### src/rtl/multicycle_ctrl.sv
// Main control FSM for the multi-cycle MIPS datapath.
// Sequences IF/ID/EX/MEM/WB; all controls decode from (state, OpCode, Funct).
module multicycle_ctrl #(
   parameter bit ILLEGAL_TRAP = 1'b0
) (
   input  logic       clk,
   input  logic       reset,
   input  logic [5:0] OpCode,
   input  logic [5:0] Funct,
   output logic       PCWrite,
   output logic       PCWriteCond,
   output logic       IorD,
   output logic       MemRead,
   output logic       MemWrite,
   output logic       IRWrite,
   output logic       RegWrite,
   output logic [1:0] RegDst,
   output logic [1:0] MemtoReg,
   output logic [1:0] ALUSrcA,
   output logic [1:0] ALUSrcB,
   output logic [2:0] ALUOp,
   output logic [1:0] PCSource,
   output logic       ExtOp,
   output logic       LuiOp,
   output logic       halted,
   output logic [2:0] state
);
   localparam logic [2:0] S_IF = 3'd0, S_ID = 3'd1, S_EX = 3'd2,
                          S_MEM = 3'd3, S_WB = 3'd4, S_HALT = 3'd7;

   localparam logic [5:0] OP_RTYPE = 6'h00, OP_J = 6'h02, OP_JAL = 6'h03,
                          OP_BEQ = 6'h04, OP_ADDI = 6'h08, OP_ADDIU = 6'h09,
                          OP_SLTI = 6'h0A, OP_SLTIU = 6'h0B, OP_ANDI = 6'h0C,
                          OP_ORI = 6'h0D, OP_LUI = 6'h0F, OP_LW = 6'h23,
                          OP_SW = 6'h2B;

   localparam logic [5:0] F_SLL = 6'h00, F_SRL = 6'h02, F_SRA = 6'h03,
                          F_JR = 6'h08, F_JALR = 6'h09, F_ADD = 6'h20,
                          F_ADDU = 6'h21, F_SUB = 6'h22, F_SUBU = 6'h23,
                          F_AND = 6'h24, F_OR = 6'h25, F_XOR = 6'h26,
                          F_NOR = 6'h27, F_SLT = 6'h2A, F_SLTU = 6'h2B;

   localparam logic [2:0] ALU_ADD = 3'b000, ALU_SUB = 3'b001, ALU_AND = 3'b010,
                          ALU_OR = 3'b011, ALU_SLT = 3'b100, ALU_SLTU = 3'b101,
                          ALU_FUNCT = 3'b110;

   logic [2:0] state_reg, state_next;
   logic       is_ralu, is_shift, is_jr, is_jalr;
   logic       is_lw, is_sw, is_beq, is_j, is_jal, is_ialu, is_legal;

   // Instruction classification; an unknown R-type funct counts as illegal
   always_comb begin
      is_ralu  = 1'b0;
      is_shift = 1'b0;
      is_jr    = 1'b0;
      is_jalr  = 1'b0;
      if (OpCode == OP_RTYPE) begin
         case (Funct)
            F_ADD, F_ADDU, F_SUB, F_SUBU, F_AND, F_OR,
            F_XOR, F_NOR, F_SLT, F_SLTU:  is_ralu  = 1'b1;
            F_SLL, F_SRL, F_SRA:          is_shift = 1'b1;
            F_JR:                         is_jr    = 1'b1;
            F_JALR:                       is_jalr  = 1'b1;
            default: ;
         endcase
      end
      is_lw    = (OpCode == OP_LW);
      is_sw    = (OpCode == OP_SW);
      is_beq   = (OpCode == OP_BEQ);
      is_j     = (OpCode == OP_J);
      is_jal   = (OpCode == OP_JAL);
      is_ialu  = (OpCode inside {OP_ADDI, OP_ADDIU, OP_SLTI, OP_SLTIU,
                                 OP_ANDI, OP_ORI, OP_LUI});
      is_legal = is_ralu | is_shift | is_jr | is_jalr | is_lw | is_sw |
                 is_beq | is_j | is_jal | is_ialu;
   end

   always_ff @(posedge clk or posedge reset) begin
      if (reset)
         state_reg <= S_IF;
      else
         state_reg <= state_next;
   end

   always_comb begin
      state_next = S_IF;
      case (state_reg)
         S_IF:  state_next = S_ID;
         S_ID: begin
            if (is_j || is_jal)
               state_next = S_IF;
            else if (!is_legal)
               state_next = ILLEGAL_TRAP ? S_HALT : S_IF;
            else
               state_next = S_EX;
         end
         S_EX: begin
            if (is_lw || is_sw)
               state_next = S_MEM;
            else if (is_beq || is_jr || is_jalr)
               state_next = S_IF;
            else
               state_next = S_WB;
         end
         S_MEM: state_next = is_lw ? S_WB : S_IF;
         S_WB:  state_next = S_IF;
         S_HALT: state_next = S_HALT;
         default: state_next = S_IF;
      endcase
   end

   always_comb begin
      PCWrite     = 1'b0;
      PCWriteCond = 1'b0;
      IorD        = 1'b0;
      MemRead     = 1'b0;
      MemWrite    = 1'b0;
      IRWrite     = 1'b0;
      RegWrite    = 1'b0;
      RegDst      = 2'b00;
      MemtoReg    = 2'b00;
      ALUSrcA     = 2'b00;
      ALUSrcB     = 2'b00;
      ALUOp       = ALU_ADD;
      PCSource    = 2'b00;
      ExtOp       = 1'b0;
      LuiOp       = 1'b0;
      case (state_reg)
         S_IF: begin
            MemRead = 1'b1;
            IRWrite = 1'b1;
            ALUSrcB = 2'b01;
            PCWrite = 1'b1;
         end
         // Branch target is computed speculatively into ALUOut here
         S_ID: begin
            ALUSrcB = 2'b11;
            ExtOp   = 1'b1;
            if (is_j || is_jal) begin
               PCWrite  = 1'b1;
               PCSource = 2'b10;
            end
            if (is_jal) begin
               RegWrite = 1'b1;
               RegDst   = 2'b10;
               MemtoReg = 2'b10;
            end
         end
         S_EX: begin
            if (is_ralu || is_shift) begin
               ALUSrcA = is_shift ? 2'b10 : 2'b01;
               ALUOp   = ALU_FUNCT;
            end else if (is_ialu) begin
               ALUSrcA = 2'b01;
               ALUSrcB = 2'b10;
               ExtOp   = 1'b1;
               case (OpCode)
                  OP_ANDI:  begin ALUOp = ALU_AND; ExtOp = 1'b0; end
                  OP_ORI:   begin ALUOp = ALU_OR;  ExtOp = 1'b0; end
                  OP_SLTI:  ALUOp = ALU_SLT;
                  OP_SLTIU: ALUOp = ALU_SLTU;
                  OP_LUI:   LuiOp = 1'b1;
                  default: ;
               endcase
            end else if (is_lw || is_sw) begin
               ALUSrcA = 2'b01;
               ALUSrcB = 2'b10;
               ExtOp   = 1'b1;
            end else if (is_beq) begin
               ALUSrcA     = 2'b01;
               ALUOp       = ALU_SUB;
               PCWriteCond = 1'b1;
               PCSource    = 2'b01;
            end else if (is_jr || is_jalr) begin
               PCWrite  = 1'b1;
               PCSource = 2'b11;
               if (is_jalr) begin
                  RegWrite = 1'b1;
                  RegDst   = 2'b01;
                  MemtoReg = 2'b10;
               end
            end
         end
         S_MEM: begin
            IorD     = is_lw | is_sw;
            MemRead  = is_lw;
            MemWrite = is_sw;
         end
         S_WB: begin
            RegWrite = 1'b1;
            if (is_lw)
               MemtoReg = 2'b01;
            else if (is_ralu || is_shift)
               RegDst = 2'b01;
         end
         default: ;
      endcase
   end

   assign halted = (state_reg == S_HALT);
   assign state  = state_reg;

endmodule
### config.mk
export PLATFORM = sky130hd
export DESIGN_NAME = multicycle_ctrl
export DESIGN_NICKNAME = d
export VERILOG_FILES = /design/src/rtl/multicycle_ctrl.sv
export SDC_FILE = /design/constraint.sdc
export NUM_CORES = 1
export LEC_CHECK = 0
export ABC_AREA = 1
export CORE_ASPECT_RATIO = 0.75
export CORE_MARGIN = 1.5
export CORE_UTILIZATION = 36
export DETAILED_ROUTE_END_ITERATION = 8
export HOLD_SLACK_MARGIN = 0.15
export PLACE_DENSITY = 0.87
export SLEW_MARGIN = 20
export SYNTH_ARGS = -nofsm -noshare
export SYNTH_HDL_FRONTEND = slang
export SYNTH_SLANG_ARGS = --single-unit
### constraint.sdc
create_clock -name clk -period 1.9 [get_ports clk]
set_input_delay 0.38 -clock clk [delete_from_list [all_inputs] [get_ports clk]]
set_output_delay 0.38 -clock clk [all_outputs]
set_load 0.01 [all_outputs]
==> metrics.csv <==
stage,metric,value,unit
run_status,status,"finished, violations left",
run_status,violated checks,negative setup slack,
die,die height,39.9,um
critical_path,Worst setup SP type,flip-flop,
global_routing,largest net degree at the start of global routing,8,
timing,Setup-failing EPs final,4,
critical_path,crit path DAT,1.61,ns
logic_synthesis,Post-Syn Area,652,um^2
critical_path,R2R Path Start,state[1]$_DFF_PP0_,
critical_path,Worst R2R End,state[0]$_DFF_PP0_,
timing,slew margin rel.,86.6,%
die,top-level port count,40,
route,Routed WL,4050,um
critical_path,Worst Setup SP,state[1]$_DFF_PP0_,
timing,clk_skew,0.0136,ns
timing,final hold viol count,0,
cells_and_area,Area Overhead vs Synth,135,%
power_and_ir_drop,power density cells,573,nW/um^2
placed_design,Routability Congestion,0.920,
placed_design,Buffers on Ports,39,
logic_synthesis,Avg Synthesized Cell Area,5.48,um^2
clock_network,Root Buffer,clkbuf_4,
logic_synthesis,Mapped Nets,133,
critical_path,worst setup path end,PCWrite,
global_routing,initial antenna violation count,0,
global_routing,total congestion overflow,0,
critical_path,Worst R2R Path Depth,7,
logic_synthesis,Netlist cell types,22,
clock_network,TritonCTS clock tree,yes,
die,Initial Util,37.8,%
cells_and_area,number of flip-flops in the largest register,3,
die,Cell Rows,13,
placed_design,DP Wirelength,2030,um
global_routing,vias in the first global route,1106,
cells_and_area,# nets final,223,
logic_synthesis,Ys Warns,0,
global_routing,All-Layer GR Usage,34.1,%
logic_synthesis,cells taking the most area after synthesis,"nor2_1 14%, nand2_1 13%, inv_1 13%, dfrtp_1 12%, nand3_1 9.2%",
cells_and_area,final std cells w/o fill,230,
die,DIE WIDTH,52.1,um
worst_hold_path,HP Class,in2async,
logic_synthesis,Post-Synthesis Cells,119,
clock_network,clk sink count,3,
timing,final setup margin,-0.0912,ns
die,die area,2080,um^2
power_and_ir_drop,Pleak,0.804,nW
logic_synthesis,sequential share of the synthesized area,11.5,%
route,ANT nets after route,0,
route,TritonRoute pass-1 iters,4,
clock_network,CTS Buf Count,3,
critical_path,R2R Setup Slk,0.44,ns
critical_path,Crit Path Max Fanout,3,
route,DRT iter0 DRCs,61,
logic_synthesis,top cell type's share of synthesized area,13.8,%
power_and_ir_drop,Max VDD drop,0.467,mV
placed_design,Cells after DPL,207,
timing,post-route minimum period,1.99,ns
critical_path,critical path required time,1.52,ns
route,# DRC,0,
route,via/cell ratio,5.54,
route,routed len/inst,17.6,um
timing,maximum clock frequency,502,MHz
global_routing,first-pass GRT wire length,5010,um
timing,unrepaired setup endpoints after global routing,true,
cells_and_area,fraction of layout cells with a size suffix above 1,63.0,%
clock_network,CTS Buffer Depth,2,
clock_network,Skew-Pair Late Insertion Delay,0.25,ns
placed_design,pre-CTS WS,-0.726,ns
logic_synthesis,largest area contributor in the netlist,nor2_1,
timing,crit share post-route,105,%
timing,max-slew violation count,0,
critical_path,Setup crit end kind,output port,
clock_network,htree depth,1,
route,vias,1275,
timing,Worst Tran Pin Value,0.199,ns
clock_network,clk slew on worst S/H paths,0.05,ns
die,Core Box Area,1720,um^2
run,Max-cap violations,0,
cells_and_area,Ant. Diodes,0,
critical_path,Setup CP Type,reg2out,
logic_synthesis,post-synthesis register bit count,3,
==> cell type report <==
class	count	area, um^2
multi-input cells	92	677
repair buffers	85	631
fillers	89	195
inverters	24	92.6
flip-flops and latches	3	75.1
well taps	22	27.5
clock buffers	4	26.3
==> metal layers <==
metal  wire, um  GRT usage [%]  share of wire, %
met2       1830           62.0                45
met4        257           19.9               6.4
met3        406           5.34                10
met1       1560           38.4                38
met5          0              0                 0
==> worst min-delay path by stage <==
stage / to / slack [ns] / from
2_1_floorplan: state[0]$_DFF_PP0_ / 0.13 / reset
3_3_place_gp: state[0]$_DFF_PP0_ / 0.55 / reset
3_5_place_dp: state[2]$_DFF_PP0_ / 0.57 / reset
4_1_cts: state[2]$_DFF_PP0_ / 0.30 / reset
5_1_grt: state[1]$_DFF_PP0_ / 0.33 / reset
6_report: state[1]$_DFF_PP0_ / 0.32 / reset
==> cells by family after synthesis <==
logic type | share of synthesized area, %
simple gates | 63.1
compound gates | 11.5
buf+inv | 13.8
flops | 11.5
==> through the flow <==
step	util, %	area (um^2)	hold WS [ns]	setup TNS, ns	total power, W
after global placement	73.8	1270	0.550	-12.16	0.000608
after global routing	88.7	1530	0.334	-0.573	0.000908
final	88.7	1530	0.317	-0.166	0.000876
after CTS	82.4	1420	0.302	-0.0661	0.000761
after floorplan	-	652	0.134	0	0.000302
after detailed placement	73.8	1270	0.569	-12.90	0.000628
==> worst max-delay path: stages, from the launching register on <==
cell     delay (ns)
dfrtp_1        0.42
buf_6          0.15
nor2_4         0.11
nand2_2        0.10
inv_2          0.09
nand4_1        0.11
o21ai_2        0.10
or2_1          0.13
buf_2          0.15
==> power by group <==
part	total, W	switching [W]	internal, W	leakage, nW
Combinational	0.000649	0.000361	0.000288	0.750
Clock	0.000123	0.0000440	0.0000794	0.0150
Sequential	0.000104	0.0000236	0.0000800	0.0393
==> synthesized netlist by cell type (all sizes together) <==
master / instances
a211oi: 1
or2: 3
nor2: 28
a31oi: 1
inv: 24
o21ai: 6
nor3: 3
nand4: 4
dfrtp: 3
nand2: 25
a21oi: 4
nand3b: 1
nand3: 16
==> layout by cell type (no fill, tap or decap), drive strengths merged <==
master         instances
nor2                  28
inv                   24
nor3                   3
nand3                 16
o21ai                  6
nand4                  4
clkdlybuf4s50          4
nand2                 25
a21oi                  4
dlygate4sd2            6
clkbuf                11
a211oi                 1
dfrtp                  3
or2                    3
nand3b                 1
clkdlybuf4s15          2
a31oi                  1
buf                   66
==> what timing repair did <==
item | in CTS | in global routing
pin swaps | 19 | 21
hold buffers | 0 | 0
resized for setup | 124 | 52
endpoints found under the hold margin | 0 | 0
setup buffers | 15 | 6
cloned | 0 | 0
endpoints found under the setup margin | 22 | 19
No activity file was read; power rests on OpenSTA's default activity.
